**src/rtl/tap_input_controller.sv**
```systemverilog
// Key synchroniser/debouncer and game-tick aligned tap generator with cooldown and tap counter.
// Optional hold-to-repeat is enabled by defining TAP_AUTO_REPEAT_EN.
module tap_input_controller #(
    parameter int unsigned DEBOUNCE_CYCLES = 500000,
    parameter int unsigned DB_W            = 20,
    parameter int unsigned COOLDOWN_TICKS  = 2,
    parameter int unsigned REPEAT_TICKS    = 8
) (
    input  logic       CLOCK_50,
    input  logic       reset,
    input  logic       key_n,
    input  logic       game_tick,
    output logic       tap,
    output logic       key_pressed,
    output logic [7:0] tap_count
);

    localparam int unsigned CD_W = (COOLDOWN_TICKS > 0) ? $clog2(COOLDOWN_TICKS + 1) : 1;
    localparam logic [DB_W-1:0] DB_LAST = DB_W'(DEBOUNCE_CYCLES - 1);

    if (DEBOUNCE_CYCLES < 1 || REPEAT_TICKS < 1 || ((DEBOUNCE_CYCLES - 1) >> DB_W) != 0) begin : g_param_check
        $error("tap_input_controller: illegal parameter combination");
    end

    typedef enum logic [1:0] {S_IDLE, S_PENDING, S_COOLDOWN} state_t;

    logic [1:0]      sync_q;
    logic            stable_q;
    logic [DB_W-1:0] db_cnt_q;
    logic            key_s;
    logic            db_press_c;
    logic            press_evt;
    state_t          state_q, state_d;
    logic            queued_q, queued_d;
    logic [CD_W-1:0] cd_q, cd_d;

    assign key_s = sync_q[1];

    // Synchroniser and debouncer; stable_q is 1 while released
    always_ff @(posedge CLOCK_50 or posedge reset) begin
        if (reset) begin
            sync_q   <= 2'b11;
            stable_q <= 1'b1;
            db_cnt_q <= '0;
        end else begin
            sync_q <= {sync_q[0], key_n};
            if (key_s != stable_q) begin
                if (db_cnt_q == DB_LAST) begin
                    stable_q <= key_s;
                    db_cnt_q <= '0;
                end else begin
                    db_cnt_q <= db_cnt_q + DB_W'(1);
                end
            end else begin
                db_cnt_q <= '0;
            end
        end
    end

    // True in the cycle whose closing edge turns stable_q from released to pressed
    assign db_press_c  = stable_q & ~key_s & (db_cnt_q == DB_LAST);
    assign key_pressed = ~stable_q;

`ifdef TAP_AUTO_REPEAT_EN
    localparam int unsigned RP_W = $clog2(REPEAT_TICKS + 1);
    localparam logic [RP_W-1:0] RP_LAST = RP_W'(REPEAT_TICKS - 1);

    logic [RP_W-1:0] rep_q;
    logic            rep_evt;

    // Fires one tick early so the repeated tap lands REPEAT_TICKS after the previous one
    assign rep_evt = key_pressed & (state_q == S_IDLE) & (rep_q >= RP_LAST);

    always_ff @(posedge CLOCK_50 or posedge reset) begin
        if (reset) begin
            rep_q <= '0;
        end else if (!key_pressed || tap || rep_evt) begin
            rep_q <= '0;
        end else if (game_tick && rep_q != RP_LAST) begin
            rep_q <= rep_q + RP_W'(1);
        end
    end

    assign press_evt = db_press_c | rep_evt;
`else
    assign press_evt = db_press_c;
`endif

    always_ff @(posedge CLOCK_50 or posedge reset) begin
        if (reset) begin
            state_q  <= S_IDLE;
            queued_q <= 1'b0;
            cd_q     <= '0;
        end else begin
            state_q  <= state_d;
            queued_q <= queued_d;
            cd_q     <= cd_d;
        end
    end

    // Tap scheduling: presses in PENDING merge, presses in COOLDOWN queue at most one tap
    always_comb begin
        state_d  = state_q;
        queued_d = queued_q;
        cd_d     = cd_q;
        case (state_q)
            S_IDLE: begin
                if (press_evt) state_d = S_PENDING;
            end
            S_PENDING: begin
                if (game_tick) begin
                    if (COOLDOWN_TICKS == 0) begin
                        state_d = S_IDLE;
                    end else begin
                        state_d = S_COOLDOWN;
                        cd_d    = CD_W'(COOLDOWN_TICKS);
                    end
                end
            end
            S_COOLDOWN: begin
                if (press_evt) queued_d = 1'b1;
                if (game_tick) begin
                    if (cd_q <= CD_W'(1)) begin
                        state_d  = (queued_q || press_evt) ? S_PENDING : S_IDLE;
                        queued_d = 1'b0;
                        cd_d     = '0;
                    end else begin
                        cd_d = cd_q - CD_W'(1);
                    end
                end
            end
            default: state_d = S_IDLE;
        endcase
    end

    assign tap = (state_q == S_PENDING) & game_tick;

    always_ff @(posedge CLOCK_50 or posedge reset) begin
        if (reset) begin
            tap_count <= 8'd0;
        end else if (tap) begin
            tap_count <= tap_count + 8'd1;
        end
    end

endmodule

```
**config.mk**
```make
export PLATFORM = sky130hd
export DESIGN_NAME = tap_input_controller
export DESIGN_NICKNAME = d
export VERILOG_FILES = /design/src/rtl/tap_input_controller.sv
export SDC_FILE = /design/constraint.sdc
export NUM_CORES = 1
export LEC_CHECK = 0
export BUFFER_PORTS_ARGS = -buffer_cell sky130_fd_sc_hd__buf_2
export CAP_MARGIN = 30
export CORE_ASPECT_RATIO = 1.5
export CORE_UTILIZATION = 50
export CTS_BUF_LIST = sky130_fd_sc_hd__clkbuf_2 sky130_fd_sc_hd__clkbuf_4 sky130_fd_sc_hd__clkbuf_8
export CTS_CLUSTER_DIAMETER = 60
export DETAILED_ROUTE_END_ITERATION = 10
export GPL_TIMING_DRIVEN = 0
export PLACE_DENSITY = 0.69
export SYNTH_ARGS = -nofsm -noshare
export SYNTH_HDL_FRONTEND = slang
export SYNTH_SLANG_ARGS = --single-unit
```
**constraint.sdc**
```tcl
create_clock -name CLOCK_50 -period 4.5 [get_ports CLOCK_50]
set_input_delay 0.675 -clock CLOCK_50 [delete_from_list [all_inputs] [get_ports CLOCK_50]]
set_output_delay 0.675 -clock CLOCK_50 [all_outputs]
set_load 0.05 [all_outputs]
```
==> impl_metrics.env <==
export IMPL_hold_violations=0
export IMPL_cp_slowest_cell="dfrtp_1"
export IMPL_num_vias=1253
export IMPL_ir_drop_uv=224
export IMPL_drt_iter0_markers=37
export IMPL_synth_area_leader_cell="dfrtp_1"
export IMPL_critPathLaunchType="flip-flop"
export IMPL_cts_resized=0
export IMPL_maxCapViolations=0
export IMPL_worstSkewPairLatency_ns=0.29
export IMPL_final_cell_mix="dfrtp_1, nor2_1, buf_2"
export IMPL_grt_total_usage=0.209
export IMPL_vias_per_cell=5.42
export IMPL_fp_row_count=25
export IMPL_use_met2=0.371
export IMPL_totalWireLength_um=3210
export IMPL_cts_tree="yes"
export IMPL_syn_avg_cell_area_sq_um=10.2
export IMPL_powerDensity_nw_per_um2=299
export IMPL_coreArea_sq_um=3220
export IMPL_synthDistinctLibCells=38
export IMPL_holdPathEnd="sync_q[1]"
export IMPL_diodes=0
export IMPL_status="finished clean"
export IMPL_grt_max_degree=26
export IMPL_max_freq_mhz=433
export IMPL_tightest_slew_ns=0.619
export IMPL_seq_area_frac_synth=0.527
export IMPL_final_common_cell="dfrtp_1"
export IMPL_grt_pass1_vias=1274
export IMPL_setup_violations_final=0
export IMPL_synth_edf_count=0
export IMPL_root_buffer="clkbuf_8"
export IMPL_max_slew_margin=0.583
export IMPL_fin_crit_sh=0.513
export IMPL_die_h_um=73.7
export IMPL_io_pins=14
export IMPL_synth_top_family_by_area="simple AND/OR/NAND/NOR gates"
export IMPL_critPathMaxStageDelay_ns=0.32
export IMPL_worst_setup_path_type="flip-flop to output port"
export IMPL_synthTopCellsByArea="dfrtp_1, xnor2_1, dfstp_2"
export IMPL_ant_nets=0
export IMPL_htree_levels=2
export IMPL_synth_compound_area_frac=0.0824
export IMPL_rr_endpoint="db_cnt_q[7]"
export IMPL_tns_ns=0
export IMPL_slew_viol_final=0
export IMPL_clk_path_buf_depth=2
export IMPL_synth_ff_latch_count=36
export IMPL_path_clk_slew_ns=0.07
export IMPL_fin_nets=197
export IMPL_ys_flop_type="dfrtp_1"
export IMPL_r2r_start="db_cnt_q[15]"
export IMPL_postSynthCellCount=169
export IMPL_cp_end_kind="output port"
export IMPL_syn_num_nets=176
export IMPL_syn_to_final_growth_pct=13.5
export IMPL_dp_final_hpwl_um=2320
export IMPL_use_met1=0.228
export IMPL_start_util=0.532
export IMPL_drive_above_1_share=0.162
export IMPL_cts_buffers=5
export IMPL_cts_setup_buffers=0
export IMPL_cp_max_fo=9
export IMPL_worst_r2r_setup_slack_ns=2.43
export IMPL_grt_pass1_wl_um=5620
export IMPL_critPathRequiredTime_ns=3.83
export IMPL_antenna_found_initial=0
export IMPL_grt_busiest_layer="met2"
export IMPL_hold_buffers=0
export IMPL_fin_skew_ns=0.00705
export IMPL_mappedNetlistArea_sq_um=1720
export IMPL_synthSimpleGateAreaFrac=0.227
export IMPL_wire_per_inst_um=13.9
export IMPL_power_leakage_nw=0.892
export IMPL_min_path_type="flip-flop to flip-flop"
export IMPL_grtUsageMet3=0.0373
export IMPL_fp_dieW_um=49.8
export IMPL_critical_path_arrival_ns=1.63
export IMPL_power_uw=581
export IMPL_gp_congestion=0.807
export IMPL_ys_async_sr_fraction=1.00
export IMPL_synth_fa_ha_area_frac=0.0219
export IMPL_grt_overflow=0
export IMPL_hold_depth=0
export IMPL_io_buffers=13
export IMPL_ys_warn_count=0
export IMPL_path_cells="clkbuf_1 -> and3b_1 -> clkbuf_1 -> buf_2"
export IMPL_clock_sinks=36
export IMPL_fin_crit_ns=2.31
export IMPL_drt_first_pass_iters=4
export IMPL_cpMostUsedCell="clkbuf_1"
export IMPL_r2r_cells=6
export IMPL_worstHoldStart="sync_q[0]"
export IMPL_dieArea_sq_um=3670
export IMPL_drc=0
export IMPL_synth_mux_area_frac=0.0124
export IMPL_post_synth_top_area_fraction=0.481
export IMPL_rsz0062_at_grt="false"
export IMPL_yosys_area_share_xor_xnor=0.0970
==> final cells by class <==
| class | count | area [sq um] |
|---|---|---|
| plain buffers | 6 | 25.0 |
| clock buffers | 7 | 83.8 |
| clock inverters | 1 | 5.00 |
| fillers | 265 | 1270 |
| inverters | 8 | 30.0 |
| multi-input cells | 119 | 756 |
| flip-flops and latches | 36 | 905 |
| well taps | 40 | 50.0 |
| repair buffers | 14 | 92.6 |
==> kinds of logic (layout without fill, tap and decap cells) <==
group / after synthesis / in the layout
xor+xnor: 19 / 19
fa+ha+maj: 3 / 3
buf+inv: 14 / 36
compound gates: 23 / 23
mux: 2 / 2
flops: 36 / 36
simple gates: 72 / 72
==> metal layers <==
metal  vias up  wire, um
met4         0        63
met1       595      1360
met3         8        94
met2        21      1700
met5         -         0
li1        629         -
==> registers in the layout, summed over array words and instances, names as in the netlist <==
name       flops
state_q        2
cd_q           2
sync_q         2
queued_q       1
db_cnt_q      20
stable_q       1
tap_count      8
==> stage by stage <==
step,instance area (sq um),worst slack (ns),cells,util,hold slack [ns]
global placement,1830,2.32,222,0.568,0.346
CTS,1950,2.19,231,0.604,0.364
detailed placement,1860,2.30,223,0.577,0.354
global route,1950,2.07,231,0.604,0.369
finish,1950,2.19,231,0.604,0.364
floorplan,1720,2.44,169,-,0.345
==> how the worst max path moves through the flow <==
stage / to / depth (start not counted) / slack (ns) / startpoint
finish: tap / 4 / 2.19 / state_q[0]
global route: tap / 4 / 2.07 / state_q[0]
CTS: tap / 4 / 2.19 / state_q[0]
detailed placement: tap / 4 / 2.30 / game_tick
global placement: tap / 4 / 2.32 / game_tick
floorplan: tap / 2 / 2.44 / game_tick
==> worst max-delay path: cells and delay by family (launching register included) <==
kind,cells,cell delay (ns)
buf+inv,3,0.82
flops,1,0.32
simple gates,1,0.21
==> power breakdown <==
part           switching, mW  leakage [nW]  internal (mW)
Sequential           0.00267         0.480          0.327
Combinational         0.0132         0.363        0.00743
Clock                  0.110        0.0491          0.121
==> Yosys cell counts (2+ instances only) <==
library cell,number
nor3_1,4
nor4_1,4
nand4_1,6
xnor2_1,10
buf_2,2
nor3b_1,3
and4_1,2
o21ai_0,7
ha_1,3
a21oi_1,7
or3_1,5
xor2_1,9
nand2b_1,2
clkbuf_1,3
or4_1,2
a21o_1,2
nand3_1,6
nand2_1,13
dfstp_2,3
a22o_1,2
or3_2,2
nor2_1,17
dfrtp_1,33
inv_1,8
Power figures use the tool's default switching activity.
